--- config.mk ---
export PLATFORM = sky130hd
export DESIGN_NAME = llm_dc_resp
export DESIGN_NICKNAME = d
export VERILOG_FILES = /design/src/rtl/llm_params.sv /design/src/rtl/llm_sync_fifo.sv /design/src/rtl/llm_dc_resp.sv
export SDC_FILE = /design/constraint.sdc
export NUM_CORES = 2
export LEC_CHECK = 0
export ABC_AREA = 1
export CAP_MARGIN = 25
export CORE_ASPECT_RATIO = 0.8
export CORE_MARGIN = 2
export CORE_UTILIZATION = 50
export DETAILED_ROUTE_END_ITERATION = 10
export PLACE_DENSITY = 0.67
export SKIP_CTS_REPAIR_TIMING = 1
export SLEW_MARGIN = 20
export SYNTH_ARGS = -nofsm -noshare
export SYNTH_HDL_FRONTEND = slang
export SYNTH_HIERARCHICAL = 1
export SYNTH_SLANG_ARGS = --single-unit
--- constraint.sdc ---
create_clock -name clk -period 10.7 [get_ports clk]
set_input_delay 2.14 -clock clk [delete_from_list [all_inputs] [get_ports clk]]
set_output_delay 2.14 -clock clk [all_outputs]
set_load 0.005 [all_outputs]
--- src/rtl/llm_params.sv ---
// Shared parameters and types for the data_ctrl command responder.
// Holds the command/completion records and the illegal-command check.
package llm_params;

   localparam int unsigned CHI_ADDR_WIDTH = 32;
   localparam int unsigned CHI_DATA_WIDTH = 64;
   localparam int unsigned PRIORITY_WIDTH = 4;

   typedef enum logic [3:0] {
      DcRead  = 4'd0,
      DcWrite = 4'd1
   } dc_op_e;

   typedef enum logic [1:0] {
      RobFree = 2'd0,
      RobWait = 2'd1,
      RobDone = 2'd2
   } rob_st_e;

   typedef struct packed {
      logic [CHI_DATA_WIDTH-1:0] data;
      logic [31:0]               pld;
      logic                      snp;
      logic [PRIORITY_WIDTH-1:0] prio;
      logic                      err;
   } dc_cpl_t;

   typedef struct packed {
      logic [CHI_ADDR_WIDTH-1:0] addr;
      logic [CHI_DATA_WIDTH-1:0] data;
      logic [7:0]                size;
      logic                      snp;
      logic [3:0]                typ;
      logic [31:0]               pld;
      logic [PRIORITY_WIDTH-1:0] prio;
   } dc_cmd_t;

   // Illegal: unknown opcode, zero size, or larger than one data beat.
   function automatic logic cmd_illegal(dc_cmd_t c);
      return (c.typ > 4'd1) || (c.size == 8'd0) || (c.size > 8'(CHI_DATA_WIDTH / 8));
   endfunction

endpackage

--- src/rtl/llm_sync_fifo.sv ---
// Flop-based synchronous FIFO; ready is derived from registered occupancy only,
// so a same-cycle pop never raises wr_ready_o.
module llm_sync_fifo #(
   parameter int unsigned WIDTH = 8,
   parameter int unsigned DEPTH = 4
) (
   input  logic             clk,
   input  logic             rst_n,
   input  logic             wr_valid_i,
   output logic             wr_ready_o,
   input  logic [WIDTH-1:0] wr_data_i,
   output logic             rd_valid_o,
   input  logic             rd_ready_i,
   output logic [WIDTH-1:0] rd_data_o
);

   localparam int unsigned PtrW = (DEPTH > 1) ? $clog2(DEPTH) : 1;

   logic [WIDTH-1:0] mem_q [DEPTH];
   logic [WIDTH-1:0] mem_d [DEPTH];
   logic [PtrW-1:0]  wr_ptr_q, wr_ptr_d;
   logic [PtrW-1:0]  rd_ptr_q, rd_ptr_d;
   logic [PtrW:0]    count_q, count_d;
   logic             push, pop;

   assign wr_ready_o = (count_q != (PtrW+1)'(DEPTH));
   assign rd_valid_o = (count_q != '0);
   assign rd_data_o  = mem_q[rd_ptr_q];
   assign push       = wr_valid_i && wr_ready_o;
   assign pop        = rd_ready_i && rd_valid_o;

   always_comb begin
      mem_d    = mem_q;
      wr_ptr_d = wr_ptr_q;
      rd_ptr_d = rd_ptr_q;
      count_d  = count_q;
      if (push) begin
         mem_d[wr_ptr_q] = wr_data_i;
         wr_ptr_d = (wr_ptr_q == PtrW'(DEPTH - 1)) ? '0 : wr_ptr_q + PtrW'(1);
      end
      if (pop) begin
         rd_ptr_d = (rd_ptr_q == PtrW'(DEPTH - 1)) ? '0 : rd_ptr_q + PtrW'(1);
      end
      count_d = count_q + (PtrW+1)'(push) - (PtrW+1)'(pop);
   end

   always_ff @(posedge clk or negedge rst_n) begin
      if (!rst_n) begin
         for (int i = 0; i < int'(DEPTH); i++) mem_q[i] <= '0;
         wr_ptr_q <= '0;
         rd_ptr_q <= '0;
         count_q  <= '0;
      end else begin
         mem_q    <= mem_d;
         wr_ptr_q <= wr_ptr_d;
         rd_ptr_q <= rd_ptr_d;
         count_q  <= count_d;
      end
   end

endmodule

--- src/rtl/llm_dc_resp.sv ---
// data_ctrl command responder: input FIFO, tagged out-of-order memory issue,
// and an in-order completion reorder buffer indexed by memory tag.
module llm_dc_resp
   import llm_params::*;
#(
   parameter int unsigned IN_DEPTH  = 4,
   parameter int unsigned ROB_DEPTH = 8,
   parameter int unsigned TAG_W     = $clog2(ROB_DEPTH)
) (
   input  logic                      clk,
   input  logic                      rst_n,
   input  logic [CHI_ADDR_WIDTH-1:0] dc_addr,
   input  logic [CHI_DATA_WIDTH-1:0] dc_data,
   input  logic [7:0]                dc_size,
   input  logic                      dc_snp,
   input  logic [3:0]                dc_type,
   input  logic [31:0]               dc_pld,
   input  logic [PRIORITY_WIDTH-1:0] dc_priority,
   input  logic                      dc_valid,
   output logic                      dc_ready,
   output logic                      mem_req_valid,
   input  logic                      mem_req_ready,
   output logic                      mem_req_we,
   output logic [CHI_ADDR_WIDTH-1:0] mem_req_addr,
   output logic [CHI_DATA_WIDTH-1:0] mem_req_wdata,
   output logic [TAG_W-1:0]          mem_req_tag,
   input  logic                      mem_rsp_valid,
   input  logic [TAG_W-1:0]          mem_rsp_tag,
   input  logic [CHI_DATA_WIDTH-1:0] mem_rsp_data,
   input  logic                      mem_rsp_err,
   output logic                      cpl_valid,
   input  logic                      cpl_ready,
   output logic [CHI_DATA_WIDTH-1:0] cpl_data,
   output logic [31:0]               cpl_pld,
   output logic                      cpl_snp,
   output logic [PRIORITY_WIDTH-1:0] cpl_priority,
   output logic                      cpl_err,
   output logic [TAG_W:0]            inflight,
   output logic                      proto_err
);

   dc_cmd_t    cmd_in, head;
   logic       head_vld, head_illegal, can_issue, issue, cpl_fire;

   rob_st_e    st_q   [ROB_DEPTH];
   rob_st_e    st_d   [ROB_DEPTH];
   dc_cpl_t    slot_q [ROB_DEPTH];
   dc_cpl_t    slot_d [ROB_DEPTH];
   logic       we_q   [ROB_DEPTH];
   logic       we_d   [ROB_DEPTH];

   logic [TAG_W-1:0] alloc_ptr_q, alloc_ptr_d;
   logic [TAG_W-1:0] cpl_ptr_q, cpl_ptr_d;
   logic [TAG_W:0]   inflight_q, inflight_d;
   logic             proto_err_q, proto_err_d;
   dc_cpl_t          cpl_sel;

   assign cmd_in = '{addr: dc_addr, data: dc_data, size: dc_size, snp: dc_snp,
                     typ: dc_type, pld: dc_pld, prio: dc_priority};

   llm_sync_fifo #(
      .WIDTH($bits(dc_cmd_t)),
      .DEPTH(IN_DEPTH)
   ) u_in_fifo (
      .clk       (clk),
      .rst_n     (rst_n),
      .wr_valid_i(dc_valid),
      .wr_ready_o(dc_ready),
      .wr_data_i (cmd_in),
      .rd_valid_o(head_vld),
      .rd_ready_i(issue),
      .rd_data_o (head)
   );

   // Illegal commands retire straight into the ROB without waiting for memory.
   assign head_illegal = cmd_illegal(head);
   assign can_issue    = head_vld && (st_q[alloc_ptr_q] == RobFree);
   assign issue        = can_issue && (head_illegal || mem_req_ready);

   assign mem_req_valid = can_issue && !head_illegal;
   assign mem_req_we    = mem_req_valid && (head.typ == DcWrite);
   assign mem_req_addr  = mem_req_valid ? head.addr : '0;
   assign mem_req_wdata = mem_req_valid ? head.data : '0;
   assign mem_req_tag   = mem_req_valid ? alloc_ptr_q : '0;

   assign cpl_sel      = slot_q[cpl_ptr_q];
   assign cpl_valid    = (st_q[cpl_ptr_q] == RobDone);
   assign cpl_fire     = cpl_valid && cpl_ready;
   assign cpl_data     = cpl_valid ? cpl_sel.data : '0;
   assign cpl_pld      = cpl_valid ? cpl_sel.pld : '0;
   assign cpl_snp      = cpl_valid && cpl_sel.snp;
   assign cpl_priority = cpl_valid ? cpl_sel.prio : '0;
   assign cpl_err      = cpl_valid && cpl_sel.err;

   assign inflight  = inflight_q;
   assign proto_err = proto_err_q;

   // Issue hits a FREE slot, response a WAIT slot, completion a DONE slot,
   // so the three updates never target the same entry in one cycle.
   always_comb begin
      st_d        = st_q;
      slot_d      = slot_q;
      we_d        = we_q;
      alloc_ptr_d = alloc_ptr_q;
      cpl_ptr_d   = cpl_ptr_q;
      proto_err_d = proto_err_q;
      if (issue) begin
         st_d[alloc_ptr_q]   = head_illegal ? RobDone : RobWait;
         slot_d[alloc_ptr_q] = '{data: '0, pld: head.pld, snp: head.snp, prio: head.prio,
                                 err: head_illegal};
         we_d[alloc_ptr_q]   = (head.typ == DcWrite);
         alloc_ptr_d         = alloc_ptr_q + TAG_W'(1);
      end
      if (mem_rsp_valid) begin
         if (st_q[mem_rsp_tag] == RobWait) begin
            st_d[mem_rsp_tag]      = RobDone;
            slot_d[mem_rsp_tag].data = (we_q[mem_rsp_tag] || mem_rsp_err) ? '0 : mem_rsp_data;
            slot_d[mem_rsp_tag].err  = mem_rsp_err;
         end else begin
            proto_err_d = 1'b1;
         end
      end
      if (cpl_fire) begin
         st_d[cpl_ptr_q] = RobFree;
         cpl_ptr_d       = cpl_ptr_q + TAG_W'(1);
      end
      inflight_d = inflight_q + (TAG_W+1)'(issue) - (TAG_W+1)'(cpl_fire);
   end

   always_ff @(posedge clk or negedge rst_n) begin
      if (!rst_n) begin
         for (int i = 0; i < int'(ROB_DEPTH); i++) begin
            st_q[i]   <= RobFree;
            slot_q[i] <= '0;
            we_q[i]   <= 1'b0;
         end
         alloc_ptr_q <= '0;
         cpl_ptr_q   <= '0;
         inflight_q  <= '0;
         proto_err_q <= 1'b0;
      end else begin
         st_q        <= st_d;
         slot_q      <= slot_d;
         we_q        <= we_d;
         alloc_ptr_q <= alloc_ptr_d;
         cpl_ptr_q   <= cpl_ptr_d;
         inflight_q  <= inflight_d;
         proto_err_q <= proto_err_d;
      end
   end

endmodule
[After elaboration in Yosys (flattened, before gate mapping)]
Cells that the tools add are included.
W data, S select, Z words.
Word-level totals
  flip-flop bits (word level): 1438
  input port bits: 219
  output and inout port bits: 210
  word-level logic and storage cells: 182
Operators by class
  add/subtract/negate cells: 8
  order comparisons: 11
  eq/ne operators: 6
  muxes and demuxes: 57
  bitwise gates (word level): 11
  reductions and logical operators: 22
Operators by type and width (count)
  $bwmux W816: 3
  $mux W816: 3
  $demux W102 S3: 3
  $bwmux W580: 1
  $mux W145: 3
  $mux W102: 4
  $bmux W102 S3: 1
  $bmux W145 S2: 1
  $demux W145 S2: 1
  $mux W64: 3
  $mux W16: 4
  $mux W32: 2
  $mux W2: 12
  $bmux W2 S3: 3
  $demux W2 S3: 3
  $and A16 B16 Y16: 1
  $bwmux W16: 1
  $not A16 Y16: 1
  $logic_and A1 B1 Y1: 13
  $ge A4 B4 Y1 const B: 3
  $lt A4 B1 Y1 const B: 3
  $not A3 Y4: 3
  $and A8 B8 Y8: 1
  $bwmux W8: 1
  other kinds (29): 41

[Longest topological paths before layout]
  word-level depth: 15
  gate-level depth with buffers: 24
  gate-level depth less buffers: 20

[Cells and area by module]
Netlist, hierarchy kept.
Modules (own cells, without submodules)
  llm_dc_resp: instances 1, cells an instance 5614, area each 43018.8 um^2, sequential area each 21295.4 um^2
  llm_sync_fifo: instances 1, cells an instance 3737, area each 29390.7 um^2, sequential area each 14689.1 um^2

[Worst setup path after synthesis]
Ideal clock, no wire load.
  path type: register -> output
  start: reg u_in_fifo.rd_ptr_q[0]
  end: out mem_req_tag[0]
  arrival: 2.272 ns
  required time: 8.560 ns
  slack: 6.288 ns
  stages on the path, launching flop included: 16
  path buffers: 6
  cell sequence: dfrtp_1 buf_4 buf_6 buf_4 buf_4 o211ai_1 nand2_1 nor2_1 nand2_1 nor2_1 nand3_2 inv_2 nand2_1 buf_4 buf_6 nor2_1
RTL lines
  from (decl): RTL line llm_sync_fifo.sv:22  | logic [PtrW-1:0] rd_ptr_q, rd_ptr_d;
  from (signal assigned): RTL line llm_sync_fifo.sv:56  | rd_ptr_q <= rd_ptr_d;
  to (decl): RTL line llm_dc_resp.sv:26  | output logic [TAG_W-1:0] mem_req_tag,

[Worst setup path after layout]
  start: reg cpl_ptr_q[0]
  end: out cpl_pld[0]
Between the ends
  longest elaborated chain between the ends: 6
  elaborated cells on any way between the ends: 9
  those cells by class: 1 x eq/ne; 7 x mux; 1 x bitwise
Ends and longest elaborated chain
  from (decl): RTL line llm_dc_resp.sv:53  | logic [TAG_W-1:0] cpl_ptr_q, cpl_ptr_d;
  from (signal assigned): RTL line llm_dc_resp.sv:146  | cpl_ptr_q <= cpl_ptr_d;
  $not A3 Y4 (not written as such) *: RTL line llm_dc_resp.sv:86, llm_dc_resp.sv:87
  $bmux W2 S3: RTL line llm_dc_resp.sv:87  | assign cpl_valid = (st_q[cpl_ptr_q] == RobDone);
  $mux W2 (not written as such) (2 in series): RTL line llm_dc_resp.sv:87
  $eq A2 B2 Y1: RTL line llm_dc_resp.sv:87
  $mux W32 *: RTL line llm_dc_resp.sv:90  | assign cpl_pld = cpl_valid ? cpl_sel.pld : '0;
  to (decl): RTL line llm_dc_resp.sv:34  | output logic [31:0] cpl_pld,
Every way passes the cells marked *; elsewhere a longest branch is shown, timed or not. The select of a mux whose other input is x is not followed.

==> qor.yml <==
grt:
  grt_usage: 0.3166
  antenna_found_initial: 30
  grt_pass1_vias: 62470
  grt_max_degree: 231
  grt_pass1_wl_um: 368900
  grt_overflow_total: 0
logic_synthesis:
  muxShareOfSynthArea: 0
  synthCells: 9351
  ys_seq_area_frac: 0.4970
  synthSimpleGateAreaFrac: 0.3445
  syn-num-nets: 9585
  avgSynthCellArea_um2: 7.743
  synth_seq_cells: 1438
  yosysWarnings: 6
  synth_area_mm2: 0.07241
  synth_compound_area_frac: 0.07373
  synthXorXnorAreaFrac: 0.0009677
  synth_fa_ha_area_frac: 0.002799
  synth_top_family_by_area: "simple AND/OR/NAND/NOR gates"
  ys_types: 36
clock_tree:
  clock_latency_ps: 810
  cts_buffers: 150
  clock-sinks: 1438
  cts_tree: "done"
  clk_pin_slew_worst_paths_ps: 70
  cts_root_buffer: "clkbuf_16"
  cts.path.max_buffers: 3
  h-tree-depth: 4
critical_path:
  crit_family: "buffers and inverters"
  start_kind: "flip-flop"
  cp-end-kind: "output pin"
  worst-path-buf-inv: 3
  criticalPathCategory: "flip-flop to output pin"
  startpoint: "cpl_ptr_q[0]"
  ff2ff_path_depth: 17
  r2r-end: "slot_q[306]"
  crit_top_cell: "buf_4"
  worst-path-stages: 6
  cp_max_fo: 91
  path_cells: "buf_4 -> buf_4 -> nand2_1 -> a32o_1 -> nor4_1 -> clkdlybuf4s50_1"
  crit_arrival_ps: 5410
  reg2reg_setup_slack_ps: 5400
  r2r-start: "u_in_fifo/rd_ptr_q[1]"
  crit_required_ps: 8560
  crit_path_top_delay_cell: "dfrtp_4"
  cp_slowest_stage_delay_ps: 950
layout:
  nets: 9485
  fill_cells: 13160
  final_cell_mix: "nand2_1 (4207), dfrtp_1 (1435), nand4_1 (588), nand3_1 (545), inv_1 (516)"
  drive_above_1_share: 0.05281
  area_delta_synth_final_pct: 12.97
  fin_cells: 11280
  final_common_cell: "nand2_1"
pwr:
  leakage_nw: 42.36
  p_comb_frac: 0.428
  peakVddDrop_uv: 213.9
  p_per_area_mw_per_mm2: 309.5
  power_frac_clock: 0.216
  p_int_w: 0.01426
  switching_share: 0.4367
  report.power.total_w: 0.02532
  p_seq_frac: 0.356
  switchingPower_w: 0.01106
sta:
  max_freq_mhz: 132.4
  period_needed_ps: 7553
  fin_tns_setup_ps: 0
  setup_ws_ps: 3147
  finalHoldViolations: 0
  final_max_slew_viol_count: 0
  rsz0062_at_grt: "no"
  final-setup-viol-count: 0
  clock_skew_ps: 35.47
  worst_slew_pin_slew_ps: 1170
  finalCritPeriodShare: 0.7059
  slew_headroom: 0.2127
place:
  routabilityCongestion: 0.8899
  dp_hpwl_um: 127800
  dp_cells: 10980
  io_buffers: 428
  post-place-ws_ps: 3976
floorplanning:
  dieArea_mm2: 0.1479
  fp.dieW_um: 429.5
  rows: 124
  die_h_um: 344.4
  start_util: 0.5051
  io_pins: 429
  core-area_mm2: 0.1434
worst_hold_path:
  hold_depth: 2
  hp-class: "flip-flop to flip-flop"
  min-delay-start: "u_in_fifo/mem_q[460]"
  whs_endpoint: "u_in_fifo/mem_q[460]"
routing:
  wl_per_cell_um: 21.13
  firstDrtPassIters: 6
  ant_nets: 0
  drtIter0Drc: 7890
  drc: 0
  num_vias: 65310
  drt-total-wl_um: 238400
  vias_per_cell: 5.789
outcome:
  outcome: "completed"
job:
  cap_violations: 0
-- stage by stage --
stage	utilization	hold slack (ps)	cell area (um2)
6_report	0.5706	464.4	81800
5_1_grt	0.5706	482.8	81800
4_1_cts	0.5683	460.8	81470
3_5_place_dp	0.5327	446.9	76370
3_3_place_gp	0.5323	444.0	76310
2_1_floorplan	-	436.6	72410
-- logic make-up after synthesis --
| family | Yosys count |
|---|---|
| simple gates | 5670 |
| flops | 1438 |
| buf+inv | 1332 |
| compound gates | 888 |
| fa+ha+maj | 15 |
| xor+xnor | 8 |
-- worst max path at each step --
stage / to
after global routing: cpl_pld[25]
final: cpl_pld[0]
after CTS: cpl_pld[26]
after floorplan: mem_req_tag[0]
after detailed placement: cpl_pld[26]
after global placement: cpl_priority[2]
-- final cells by class --
cell class | instances | area, um2 | share of cell area
Clock buffer | 228 | 4584 | 0.05604
Clock inverter | 46 | 519.2 | 0.006348
Multi-Input combinational cell | 6581 | 30800 | 0.3765
Timing Repair Buffer | 534 | 5430 | 0.06638
Antenna cell | 20 | 50.05 | 0.0006118
Inverter | 546 | 2058 | 0.02516
Sequential cell | 1438 | 36000 | 0.4400
Tap cell | 1890 | 2365 | 0.02891
-- state kept, by name (all words and copies together), names as in the netlist --
signal and cells:
slot_q 816, proto_err 1, u_in_fifo/rd_ptr_q 2, we_q 8, u_in_fifo/count_q 3, u_in_fifo/wr_ptr_q 2, st_q 16, alloc_ptr_q 3
u_in_fifo/mem_q 580, inflight 4, cpl_ptr_q 3
-- tightest hold or removal path, stage by stage, from the launching register on --
cell,delay (ps)
dfrtp_1,340
nand2_1,50
nand2_1,40
-- power by group through the flow --
stage | combinational (W) | clock, W | sequential [W]
floorplan | 0.00731 | 0 | 0.00863
global placement | 0.0104 | 0 | 0.00902
detailed placement | 0.0106 | 0 | 0.00905
CTS | 0.0107 | 0.00553 | 0.00898
global route | 0.0119 | 0.00574 | 0.00928
finish | 0.0108 | 0.00546 | 0.00902
-- per-layer routing --
layer  GRT usage  part of all wire
met5    0.001576           0.00051
met4      0.1391             0.038
met3     0.05589             0.085
met2      0.4930              0.45
met1      0.4363              0.42
-- cells in the mapped netlist, drive strengths merged --
library cell	instances	area [um2]
nand2	4213	15830
dfrtp	1438	35980
nand4	596	3779
nand3	561	2933
inv	544	2042
a21oi	461	2307
buf	430	2446
clkbuf	356	1374
nor2	193	1739
o21ai	173	869.6
o211ai	151	1134
a32o	102	1021
nor4	100	625.6
ha	13	162.7
xor2	6	52.55
nor3	5	25.02
clkinv	2	8.750
fa	2	40.04
or2	2	12.51
xnor2	2	17.52
a21o	1	7.510
Power figures use the tool's default switching activity.
